$ cat src/rtl/fft64_pkg.sv
// Shared constants, twiddle tables and helpers for the FFT64 inter-stage twiddle multiplier.
package fft64_pkg;

    localparam int unsigned DW   = 10;
    localparam int unsigned TW   = 10;
    localparam int unsigned FRAC = 8;
    localparam int unsigned PW   = DW + TW;  // product width
    localparam int unsigned SW   = PW + 1;   // complex sum width

    typedef logic signed [TW-1:0] tw_t;
    typedef tw_t tw_tab_t [64];

    // round(256*cos(2*pi*k/64)), k = 0..16
    localparam tw_t COS_Q [17] = '{
        10'sd256, 10'sd255, 10'sd251, 10'sd245, 10'sd237, 10'sd226, 10'sd213, 10'sd198,
        10'sd181, 10'sd162, 10'sd142, 10'sd121, 10'sd98,  10'sd74,  10'sd50,  10'sd25,
        10'sd0
    };

    localparam logic signed [SW-1:0] SAT_MAX = SW'((2 ** (DW - 1)) - 1);
    localparam logic signed [SW-1:0] SAT_MIN = SW'(-(2 ** (DW - 1)));
    localparam logic signed [SW-1:0] RND     = SW'(2 ** (FRAC - 1));

    // Real part of W64^e, unfolded from the quarter-wave table.
    function automatic tw_t tw_cos(input logic [5:0] e);
        logic [4:0] m;
        logic [4:0] mc;
        m  = {1'b0, e[3:0]};
        mc = 5'd16 - m;
        case (e[5:4])
            2'd0:    return COS_Q[m];
            2'd1:    return -COS_Q[mc];
            2'd2:    return -COS_Q[m];
            default: return COS_Q[mc];
        endcase
    endfunction

    // Imaginary part of W64^e, i.e. -sin.
    function automatic tw_t tw_nsin(input logic [5:0] e);
        logic [4:0] m;
        logic [4:0] mc;
        m  = {1'b0, e[3:0]};
        mc = 5'd16 - m;
        case (e[5:4])
            2'd0:    return -COS_Q[mc];
            2'd1:    return -COS_Q[m];
            2'd2:    return COS_Q[mc];
            default: return COS_Q[m];
        endcase
    endfunction

    function automatic tw_tab_t build_wr_tab();
        tw_tab_t t;
        for (int k = 0; k < 64; k++) t[k] = tw_cos(6'(k));
        return t;
    endfunction

    function automatic tw_tab_t build_wi_tab();
        tw_tab_t t;
        for (int k = 0; k < 64; k++) t[k] = tw_nsin(6'(k));
        return t;
    endfunction

    localparam tw_tab_t WR_TAB = build_wr_tab();
    localparam tw_tab_t WI_TAB = build_wi_tab();

    function automatic logic signed [DW-1:0] sat(input logic signed [SW-1:0] x);
        if (x > SAT_MAX) return SAT_MAX[DW-1:0];
        if (x < SAT_MIN) return SAT_MIN[DW-1:0];
        return x[DW-1:0];
    endfunction

endpackage

$ cat src/rtl/fft64_tw_rom.sv
// Twiddle ROM: exponent in, registered W64^e out one clock later.
// FFT64_TW_QUARTER_ROM_EN selects the 17-entry quarter-wave table instead of full 64-entry tables.
module fft64_tw_rom
    import fft64_pkg::*;
(
    input  logic       clk,
    input  logic       rst_n,
    input  logic [5:0] e,
    output tw_t        wr,
    output tw_t        wi
);

    tw_t wr_d;
    tw_t wi_d;

`ifdef FFT64_TW_QUARTER_ROM_EN
    assign wr_d = tw_cos(e);
    assign wi_d = tw_nsin(e);
`else
    assign wr_d = WR_TAB[e];
    assign wi_d = WI_TAB[e];
`endif

    always_ff @(posedge clk or negedge rst_n) begin
        if (!rst_n) begin
            wr <= '0;
            wi <= '0;
        end else begin
            wr <= wr_d;
            wi <= wi_d;
        end
    end

endmodule

$ cat src/rtl/fft64_twiddle_mult.sv
// FFT64 inter-stage twiddle multiplier: dout = din * W64^(r*c), streaming, 3-clock latency.
// Build option FFT64_TW_QUARTER_ROM_EN picks the quarter-wave ROM (see fft64_tw_rom).
module fft64_twiddle_mult
    import fft64_pkg::*;
(
    input  logic                 clk,
    input  logic                 rst_n,
    input  logic                 in_valid,
    input  logic                 in_sof,
    input  logic signed [DW-1:0] din_re,
    input  logic signed [DW-1:0] din_im,
    output logic                 out_valid,
    output logic                 out_sof,
    output logic signed [DW-1:0] dout_re,
    output logic signed [DW-1:0] dout_im
);

    logic [5:0] idx_q;
    logic [5:0] cur_idx;
    logic [5:0] e;

    // in_sof restarts the frame on the current sample itself
    assign cur_idx = in_sof ? 6'd0 : idx_q;
    assign e       = {3'b000, cur_idx[5:3]} * {3'b000, cur_idx[2:0]};

    always_ff @(posedge clk or negedge rst_n) begin
        if (!rst_n) begin
            idx_q <= '0;
        end else if (in_valid) begin
            idx_q <= cur_idx + 6'd1;
        end
    end

    // S1: sample register alongside the registered ROM output
    logic                 v1_q;
    logic                 sof1_q;
    logic signed [DW-1:0] ar1_q;
    logic signed [DW-1:0] ai1_q;
    tw_t                  wr;
    tw_t                  wi;

    fft64_tw_rom u_tw_rom (
        .clk   (clk),
        .rst_n (rst_n),
        .e     (e),
        .wr    (wr),
        .wi    (wi)
    );

    // S2: partial products
    logic                 v2_q;
    logic                 sof2_q;
    logic signed [PW-1:0] p_rr_q;
    logic signed [PW-1:0] p_ii_q;
    logic signed [PW-1:0] p_ri_q;
    logic signed [PW-1:0] p_ir_q;

    always_ff @(posedge clk or negedge rst_n) begin
        if (!rst_n) begin
            v1_q   <= 1'b0;
            sof1_q <= 1'b0;
            ar1_q  <= '0;
            ai1_q  <= '0;
            v2_q   <= 1'b0;
            sof2_q <= 1'b0;
            p_rr_q <= '0;
            p_ii_q <= '0;
            p_ri_q <= '0;
            p_ir_q <= '0;
        end else begin
            v1_q   <= in_valid;
            sof1_q <= in_valid & in_sof;
            ar1_q  <= din_re;
            ai1_q  <= din_im;
            v2_q   <= v1_q;
            sof2_q <= sof1_q;
            p_rr_q <= ar1_q * wr;
            p_ii_q <= ai1_q * wi;
            p_ri_q <= ar1_q * wi;
            p_ir_q <= ai1_q * wr;
        end
    end

    // S3: combine, round half-up, scale and clamp
    logic signed [SW-1:0] re_sum;
    logic signed [SW-1:0] im_sum;
    logic signed [SW-1:0] re_shr;
    logic signed [SW-1:0] im_shr;

    always_comb begin
        re_sum = $signed({p_rr_q[PW-1], p_rr_q}) - $signed({p_ii_q[PW-1], p_ii_q});
        im_sum = $signed({p_ri_q[PW-1], p_ri_q}) + $signed({p_ir_q[PW-1], p_ir_q});
        re_shr = (re_sum + RND) >>> FRAC;
        im_shr = (im_sum + RND) >>> FRAC;
    end

    always_ff @(posedge clk or negedge rst_n) begin
        if (!rst_n) begin
            out_valid <= 1'b0;
            out_sof   <= 1'b0;
            dout_re   <= '0;
            dout_im   <= '0;
        end else begin
            out_valid <= v2_q;
            out_sof   <= sof2_q;
            if (v2_q) begin
                dout_re <= sat(re_shr);
                dout_im <= sat(im_shr);
            end
        end
    end

endmodule

$ cat config.mk
export PLATFORM = sky130hd
export DESIGN_NAME = fft64_twiddle_mult
export DESIGN_NICKNAME = d
export VERILOG_FILES = /design/src/rtl/fft64_pkg.sv /design/src/rtl/fft64_tw_rom.sv /design/src/rtl/fft64_twiddle_mult.sv
export SDC_FILE = /design/constraint.sdc
export NUM_CORES = 1
export LEC_CHECK = 0
export ABC_AREA = 1
export CAP_MARGIN = 5
export CORE_ASPECT_RATIO = 1.2
export CORE_MARGIN = 10
export CORE_UTILIZATION = 51
export DETAILED_ROUTE_END_ITERATION = 12
export GPL_ROUTABILITY_DRIVEN = 1
export HOLD_SLACK_MARGIN = 0.02
export PLACE_DENSITY = 0.67
export SLEW_MARGIN = 20
export SYNTH_ARGS = -nofsm -noshare
export SYNTH_HDL_FRONTEND = slang
export SYNTH_SLANG_ARGS = --single-unit
$ cat constraint.sdc
create_clock -name clk -period 11.7 [get_ports clk]
set_input_delay 2.925 -clock clk [delete_from_list [all_inputs] [get_ports clk]]
set_output_delay 2.925 -clock clk [all_outputs]
set_load 0.02 [all_outputs]
Word level (Yosys, flattened, before mapping)
Memory sizes are Yosys's and may differ from the RTL's. A register that Yosys moved wholly into a read port is not among the register bits.
Index checks and enable logic that the tools add are counted.

word-level totals
  register bits after elaboration = 132
  bits in latches = 0
  memory bits (writable) = 0
  memory bits (read-only) = 1280
  input bits = 24
  output and inout bits = 22
  logic and storage cells = 54
  memories kept = 2

memory list
  memory           words  bits a word  rd ports  clocked after memory_dff  wr ports  RTL line            text
  (no name shown)  64     10           1         1                         0         fft64_tw_rom.sv:20  assign wr_d = WR_TAB[e];
  (no name shown)  64     10           1         1                         0         fft64_tw_rom.sv:21  assign wi_d = WI_TAB[e];

cells by class
  add/subtract/negate cells = 5
  $mul = 5
  divide/modulo/power cells = 0
  order comparisons = 4
  eq/ne operators = 0
  shifts and indexed selects = 0
  mux-type cells = 19
  bitwise logic cells = 2
  reduce and logical (&&, ||, !) cells = 2

operators by type and width
  cell                                                                     number
  10-bit by 10-bit multiplier with 20-bit output                           4
  10-bit two-way mux                                                       8
  21-bit by 9-bit adder with 21-bit output (second input constant)         2
  13-bit by 10-bit > comparator with 1-bit output (second input constant)  2
  13-bit by 10-bit < comparator with 1-bit output (second input constant)  2
  20-bit by 20-bit adder with 21-bit output                                1
  20-bit by 20-bit subtractor with 21-bit output                           1
  1-bit two-way mux                                                        10
  6-bit inverter with 7-bit output                                         1
  6-bit by 1-bit adder with 6-bit output (second input constant)           1
  3-bit by 3-bit multiplier with 6-bit output                              1
  6-bit two-way mux                                                        1
  1-bit zero test                                                          2
  1-bit bitwise AND                                                        1

Logic depth before layout (Yosys ltp)
Gate-level depths: netlist of run 1.

  depth after elaboration = 9
  mapped depth = 26
  depth with buffers taken out = 24

Hierarchy
From an unflattened synthesis of run 1, not the netlist that was laid out.

unflattened totals
  cells, all modules = 3069
  area total of the unflattened synthesis = 24543.5 um2

modules (own cells, without submodules)
  module              times used  cells each  area each (um2)  sequential area each (um2)
  fft64_twiddle_mult  1           2799        22878.2          3303.2
  fft64_tw_rom        1           270         1665.3           500.5

Least setup slack after synthesis of run 1
No wires, ideal clock.

  kind = input-to-reg
  start point = in in_sof
  end point = reg u_tw_rom.wr[3]
  setup time = 0.146 ns
  data arrival time = 5.503 ns
  data required time = 11.554 ns
  setup slack = 6.051 ns
  cell stages on the path = 13
  buffers on the path = 2
  cells stage by stage = nor2_1 > inv_1 > nor2_1 > fa_1 > ha_1 > fa_1 > buf_2 > inv_1 > clkbuf_1 > o31ai_1 > a21oi_1 > o21ai_0 > o221ai_1

between the ends
  longest elaborated chain between the ends = 3

ends and longest elaborated chain
  item                                                    RTL line                  text
  from (decl)                                             fft64_twiddle_mult.sv:9   input logic in_sof,
  6-bit two-way mux                                       fft64_twiddle_mult.sv:23  assign cur_idx = in_sof ? 6'd0 : idx_q;
  3-bit by 3-bit multiplier with 6-bit output             fft64_twiddle_mult.sv:24  assign e = {3'b000, cur_idx[5:3]} * {3'b000, cur_idx[2:0]};
  6-bit inverter with 7-bit output (implied by the code)  fft64_tw_rom.sv:20
  to (decl)                                               fft64_tw_rom.sv:9         output tw_t wr,

No other way between the ends.
A chain may end at the register's enable or synchronous reset.

Final worst setup path of run 1
  start point = in in_sof
  end point = reg u_tw_rom.wr[5]

The elaborated chain is that of the path after synthesis.

==> key figures, run 1 <==
Outcome
  • Status: finished, final reports clean

Power and ir drop
  • Power per cell area: 83.2 nW/um2
  • Leakage: roughly 15 nW
  • Worst VDD drop: between 80 and 90 uV

Logic synthesis
  • Synth Register Bits: ~150
  • Area leader, netlist: fa_1
  • Synth unique cells: 50
  • Mapped Area: approximately 24000 um2
  • Syn avg cell area: 8.09 um2
  • Post-synthesis sequential area ratio: 15.7%
  • Commonest cells in the netlist: 833 x inv_1, 667 x nand2_1, 366 x fa_1
  • Synthesized instance count: 3000
  • EDFF count, synth: 0
  • Main area contributors after synthesis: fa_1 30%, dfrtp_1 16%, ha_1 15%, inv_1 13%, nand2_1 10%
  • Post-synthesis net count: 3672
  • Most common cell in the netlist: inv_1
  • Top cell type's share of synthesized area: 30.2%
  • Most frequently used flop master after synthesis: dfrtp_1
  • Asr flop ratio synth: 100%
  • Warnings from Yosys: 0

Clock network
  • CTS Buf Count: 17
  • Clk sinks: 152
  • Clk_lat worst skew: ~500 ps
  • CTS hold repair buffers: 0
  • CTS tree: built
  • Root Buffer: clkbuf_16
  • Post-CTS Setup Bufs: 0
  • Max clock buf depth: 2
  • Htree depth: 4
  • Clk slew on worst S/H paths: approximately 70 ps
  • Post-CTS Resized: 0

Global routing
  • Wire length of the first global-routing pass: approximately 95 mm
  • Initial antenna violation count: 0
  • GRT Overall Usage: around a fifth
  • Vias in the first global route: between 15000 and 20000
  • Gr ovfl total: 0
  • Largest net degree at the start of global routing: 84

Placement
  • Placed Area: roughly 25000 um2
  • RePlAce Congestion: approximately 0.89
  • HPWL Detailed: 44.2 mm
  • Port Buffers: between 40 and 50

Job
  • Max-cap violations: 0

Routing
  • Starting DRC count in detailed routing: 1084
  • Post-route DRC: 0
  • Drt via density: 5.08
  • Routed length per instance: between 15 and 20 um
  • Pre-antenna DRT Iters: 6
  • Final wirelength: ~55 mm
  • Antenna viol nets, final: 0
  • Vias: 18400

STA
  • Hold Vio Cnt, Final: 0
  • Final setup fails: 0
  • Tcrit/Tclk final: a little under three fifths
  • Final min period: 6490 ps
  • Fmax: between 0.15 and 0.2 GHz
  • Final Max Tran Viols: 0
  • Sum Neg Setup Slack: 0 ps
  • Max-slew headroom: a little under a third
  • Clock Skew: 14.1 ps
  • Worst-Margin Slew: roughly 1000 ps
  • RSZ-0062 raised after global routing: false

Finish
  • Fillers: around 4400
  • Final instance area: between 20000 and 30000 um2
  • Ratio of cells with drive above 1 in the final layout: under 10%
  • Nets: ~3700
  • Area growth from synthesis to layout: 6.62%

Die
  • Num rows: 87
  • DIE AREA: 56700 um2
  • Die height: 259 um
  • Core Footprint: 47000 um2
  • Die Width: around 220 um
  • Initial core utilization: approximately half
  • IO Pins: 46

Critical path
  • CP Class: input pin to flop
  • CP Capture Type: flop
  • Largest fanout on the critical path: 19
  • Crit path launch type: input pin
  • Worst EP required: 12050 ps
  • Arrival time of the worst setup path: about 6800 ps

Hold path
  • Worst Hold Class: flop to flop
cells in the final DEF, fill, tap and decap left out, types with 3 or more instances in the layout:
cell / netlist / routed
a21boi_0: 6 / 6
xor2_1: 61 / 61
o21ai_0: 60 / 60
nor2_1: 136 / 136
dfrtp_1: 152 / 152
nor3_1: 8 / 8
nand4_1: 13 / 13
o221ai_1: 9 / 9
o22ai_1: 3 / 3
clkinv_4: 0 / 3
o21bai_1: 5 / 5
a21o_1: 9 / 9
fa_1: 366 / 366
xnor2_1: 50 / 50
nand3_1: 58 / 58
o31ai_1: 7 / 7
o211ai_1: 5 / 5
inv_1: 833 / 833
ha_1: 282 / 282
clkbuf_16: 0 / 17
nand2_2: 4 / 4
a221oi_1: 4 / 4
nand2_1: 667 / 667
o21ai_2: 6 / 6
buf_4: 0 / 14
nor3_2: 3 / 3
bufinv_16: 0 / 3
nor4_1: 4 / 4
a31oi_1: 8 / 8
nand3_2: 4 / 4
inv_6: 0 / 5
a21oi_1: 116 / 116
o2111ai_1: 4 / 4
clkdlybuf4s50_1: 0 / 44
cell families (layout without fill, tap and decap cells):
| family | count (synthesis) | in the layout | share of synthesized area, % |
|---|---|---|---|
| other | 0 | 1 | 0 |
| flip-flops | 152 | 152 | 15.7 |
| adder cells (fa/ha/maj) | 648 | 648 | 44.7 |
| AND/OR/NAND/NOR | 909 | 909 | 15.0 |
| XOR/XNOR | 111 | 111 | 4.01 |
| AO/OA/AOI/OAI | 254 | 254 | 6.18 |
| buffers and inverters | 926 | 927 | 14.4 |
cell type report:
class                           instances  area, um2  share of cell area (%)
Antenna cell                            1       2.50                 0.00967
Clock buffer                           18        429                    1.66
Timing Repair Buffer                   59        557                    2.15
Clock inverter                         14        186                   0.721
Tap cell                              623        779                    3.01
Sequential cell                       152       3800                    14.7
Inverter                              836       3140                    12.1
Multi-Input combinational cell       1922      17000                    65.6
layer usage:
layer  vias up  track usage, %  routed length (um)
met4         0            7.88                1620
met3        83            3.26                2910
met2       439            35.8               27400
met5         -               0                   0
met1      9060            26.0               23200
li1       8829               -                   -
registers in the layout, indices dropped and copies added, names as in the netlist, 20 cells and up:
name / count
p_ii_q: 20
p_rr_q: 20
p_ri_q: 20
p_ir_q: 20
worst paths after layout:
check / end / start / cells past startpoint / slack [ps]
max: u_tw_rom.wr[5] / in_sof / 13 / 5210
min: v2_q / v1_q / 0 / 350
max reg2reg: p_ir_q[15] / u_tw_rom.wr[1] / 18 / 5890
min reg2reg: v2_q / v1_q / 0 / 350
max in group asynchronous: idx_q[5] / rst_n / 2 / 7770
min in group asynchronous: dout_re[9] / rst_n / 1 / 2510
worst max-delay path, stage by stage:
cell,delay [ps]
clkdlybuf4s50_1,450
nor2_1,210
inv_1,100
nor2_1,180
fa_1,460
ha_1,230
fa_1,990
inv_1,440
nand2_1,270
inv_1,90
a21oi_1,210
a221o_1,190
o221ai_1,100
power by group:
group / total (mW) / switching (mW) / internal, mW
registers: 0.654 / 0.0577 / 0.596
logic: 0.902 / 0.556 / 0.346
clock network: 0.596 / 0.256 / 0.340
per-stage QoR:
step	hold slack (ps)	cells	power [mW]	setup slack, ps	util [%]
2_1_floorplan	331	3000	1.29	6050	-
3_3_place_gp	336	3592	1.55	4750	53.7
3_5_place_dp	336	3592	1.56	4680	53.7
4_1_cts	352	3624	2.18	5210	55.0
5_1_grt	366	3624	2.32	4880	55.0
6_report	350	3625	2.15	5210	55.0
(Power assumes the default switching activity.)
==> inputs of run 2 (changes only) <==
- clock period: 11.7 -> 6.1 ns (I/O delays scaled with it)
==> run 2 against run 1 <==
  * Global-route usage up 0.18 points
  * Non-clock buffer count up 17
  * Clock skew shrank 2.9 ps
  * Worst hold slack gained 0.66 ps
  * Count of clock-buffer cells in the layout unchanged
  * Flip-flop and latch count unchanged
  * Largest cell class unchanged
  * Largest power group unchanged
==> key figures, run 2 (synthesis gave the netlist of run 1 again) <==
STA
  • Setup WS post-layout: 354 ps
  • Fmax: roughly 0.17 GHz
  • Hold Vio Cnt, Final: 0
  • Final min period: ~5700 ps
  • Final setup fails: 0
  • Worst-Margin Slew: 950 ps
  • Clock Skew: ~11 ps
  • Final Max Tran Viols: 0
  • Hold slack final: 350 ps
  • RSZ-0062 raised after global routing: false
  • Sum Neg Setup Slack: 0 ps
  • Tcrit/Tclk final: ~94%
  • Max-slew headroom: approximately 37%

Routing
  • Vias: roughly 19000
  • Pre-antenna DRT Iters: 5
  • Routed length per instance: 15.5 um
  • Antenna viol nets, final: 0
  • Starting DRC count in detailed routing: 1142
  • Drt via density: slightly above 5
  • Post-route DRC: 0
  • Final wirelength: 56.3 mm

Global routing
  • Largest net degree at the start of global routing: slightly above 60
  • Initial antenna violation count: 0
  • Wire length of the first global-routing pass: just under 100 mm
  • Met1 usage: 26.1%
  • Met3 usage: between 3 and 4%
  • Met2 Use GR: 36.6%
  • Gr ovfl total: 0
  • GRT busiest layer: met2
  • GRT Overall Usage: between 20% and 30%
  • Vias in the first global route: between 15000 and 20000

Critical path
  • Arrival time of the worst setup path: a little over 6000 ps
  • Critical Path End: p_ir_q[15]
  • Crit path launch type: flop
  • Crit. Startpoint: ai1_q[5]
  • Largest fanout on the critical path: 20
  • CP peak stage delay: ~930 ps
  • CP Capture Type: flop
  • Reg-to-Reg End: p_ir_q[15]
  • CP Class: flop to flop
  • Slowest cell on the critical path: dfrtp_1
  • Setup slack, reg-to-reg: 350 ps
  • Cells on worst reg2reg path: 18
  • FF-to-FF Start: ai1_q[5]
  • Worst EP required: 6450 ps
  • Crit-path cells: nand2_1 -> fa_1 -> inv_1 -> fa_1 -> inv_1 -> fa_1 -> inv_1 -> fa_1 -> inv_1 -> fa_1 -> inv_1 -> ha_1 -> a21oi_1 -> a21boi_1 -> o21ai_0 -> a31oi_1 -> o21ai_1 -> xor2_1

Clock network
  • Post-CTS Resized: 0
  • Clk slew on worst S/H paths: 70 ps
  • Htree depth: 4
  • Post-CTS Setup Bufs: 0
  • Root Buffer: clkbuf_16
  • Max clock buf depth: 2
  • Clk_lat worst skew: about 470 ps
  • CTS Buf Count: 17
  • CTS hold repair buffers: 0
  • Clk sinks: 152
  • CTS tree: built

Finish
  • Fin cells: 3641
  • Inserted Diodes: 0
  • Area growth from synthesis to layout: 7.06%
  • Most frequent cells in the layout: 833 x inv_1, 667 x nand2_1, 366 x fa_1
  • Fillers: approximately 4400
  • Ratio of cells with drive above 1 in the final layout: 3.02%
  • Nets: 3677
  • Most common cell after layout, fill and taps aside: inv_1
  • Final instance area: 26000 um2

Placement
  • Placed Instances: around 3600
  • Port Buffers: 45
  • Dpl ws: ~430 ps
  • RePlAce Congestion: 0.885
  • Placed Area: about 25000 um2
  • HPWL Detailed: 46.7 mm

Power and ir drop
  • Leakage: 15.5 nW
  • Worst VDD drop: around 140 uV
  • Power per cell area: ~160 nW/um2

Die
  • Initial core utilization: about half
  • Core Footprint: roughly 47000 um2
  • DIE AREA: about 57000 um2
  • Num rows: 87
  • Die height: approximately 260 um
  • Die Width: between 200 and 250 um
  • IO Pins: 46

Hold path
  • Worst Hold Class: flop to flop

Outcome
  • Status: finished, final reports clean

Job
  • Max-cap violations: 0
run 2: critical path: cells and delay by family, from the launching register on:
family	cells	cell delay [ps]
AO/OA/AOI/OAI	5	1180
XOR/XNOR	1	160
adder cells (fa/ha/maj)	6	2930
buffers and inverters	5	270
flip-flops	1	930
AND/OR/NAND/NOR	1	160
run 2: worst min path at each step:
| stage | startpoint | depth (start not counted) | endpoint | slack (ps) |
|---|---|---|---|---|
| after floorplan | sof2_q | 0 | out_sof | 330 |
| after global placement | v1_q | 0 | v2_q | 330 |
| after detailed placement | v1_q | 0 | v2_q | 340 |
| after CTS | v1_q | 0 | v2_q | 350 |
| after global routing | v1_q | 0 | v2_q | 350 |
| final | v1_q | 0 | v2_q | 350 |
run 2: through the flow:
step | utilization [%] | total power [mW]
floorplan | - | 2.48
global placement | 54.0 | 2.98
detailed placement | 54.0 | 3.01
CTS | 55.2 | 4.16
global route | 55.2 | 4.44
finish | 55.2 | 4.11
run 2: layout make-up:
cell class / count / area [um2] / share of cell area, %
Multi-Input combinational cell: 1922 / 17000 / 65.3
Inverter: 836 / 3140 / 12.1
Clock buffer: 18 / 439 / 1.69
Tap cell: 623 / 779 / 3.00
Timing Repair Buffer: 76 / 684 / 2.63
Clock inverter: 14 / 159 / 0.612
Sequential cell: 152 / 3800 / 14.6
run 2: layer usage:
layer,wire length (um),vias to the layer above
met4,1430,0
met3,2830,68
met1,23500,9190
met2,28500,470
li1,-,8865
met5,0,-
run 2: report_power, final:
| group | internal [mW] | total (mW) | switching (mW) |
|---|---|---|---|
| Sequential | 1.14 | 1.26 | 0.119 |
| Combinational | 0.666 | 1.73 | 1.06 |
| Clock | 0.622 | 1.12 | 0.496 |
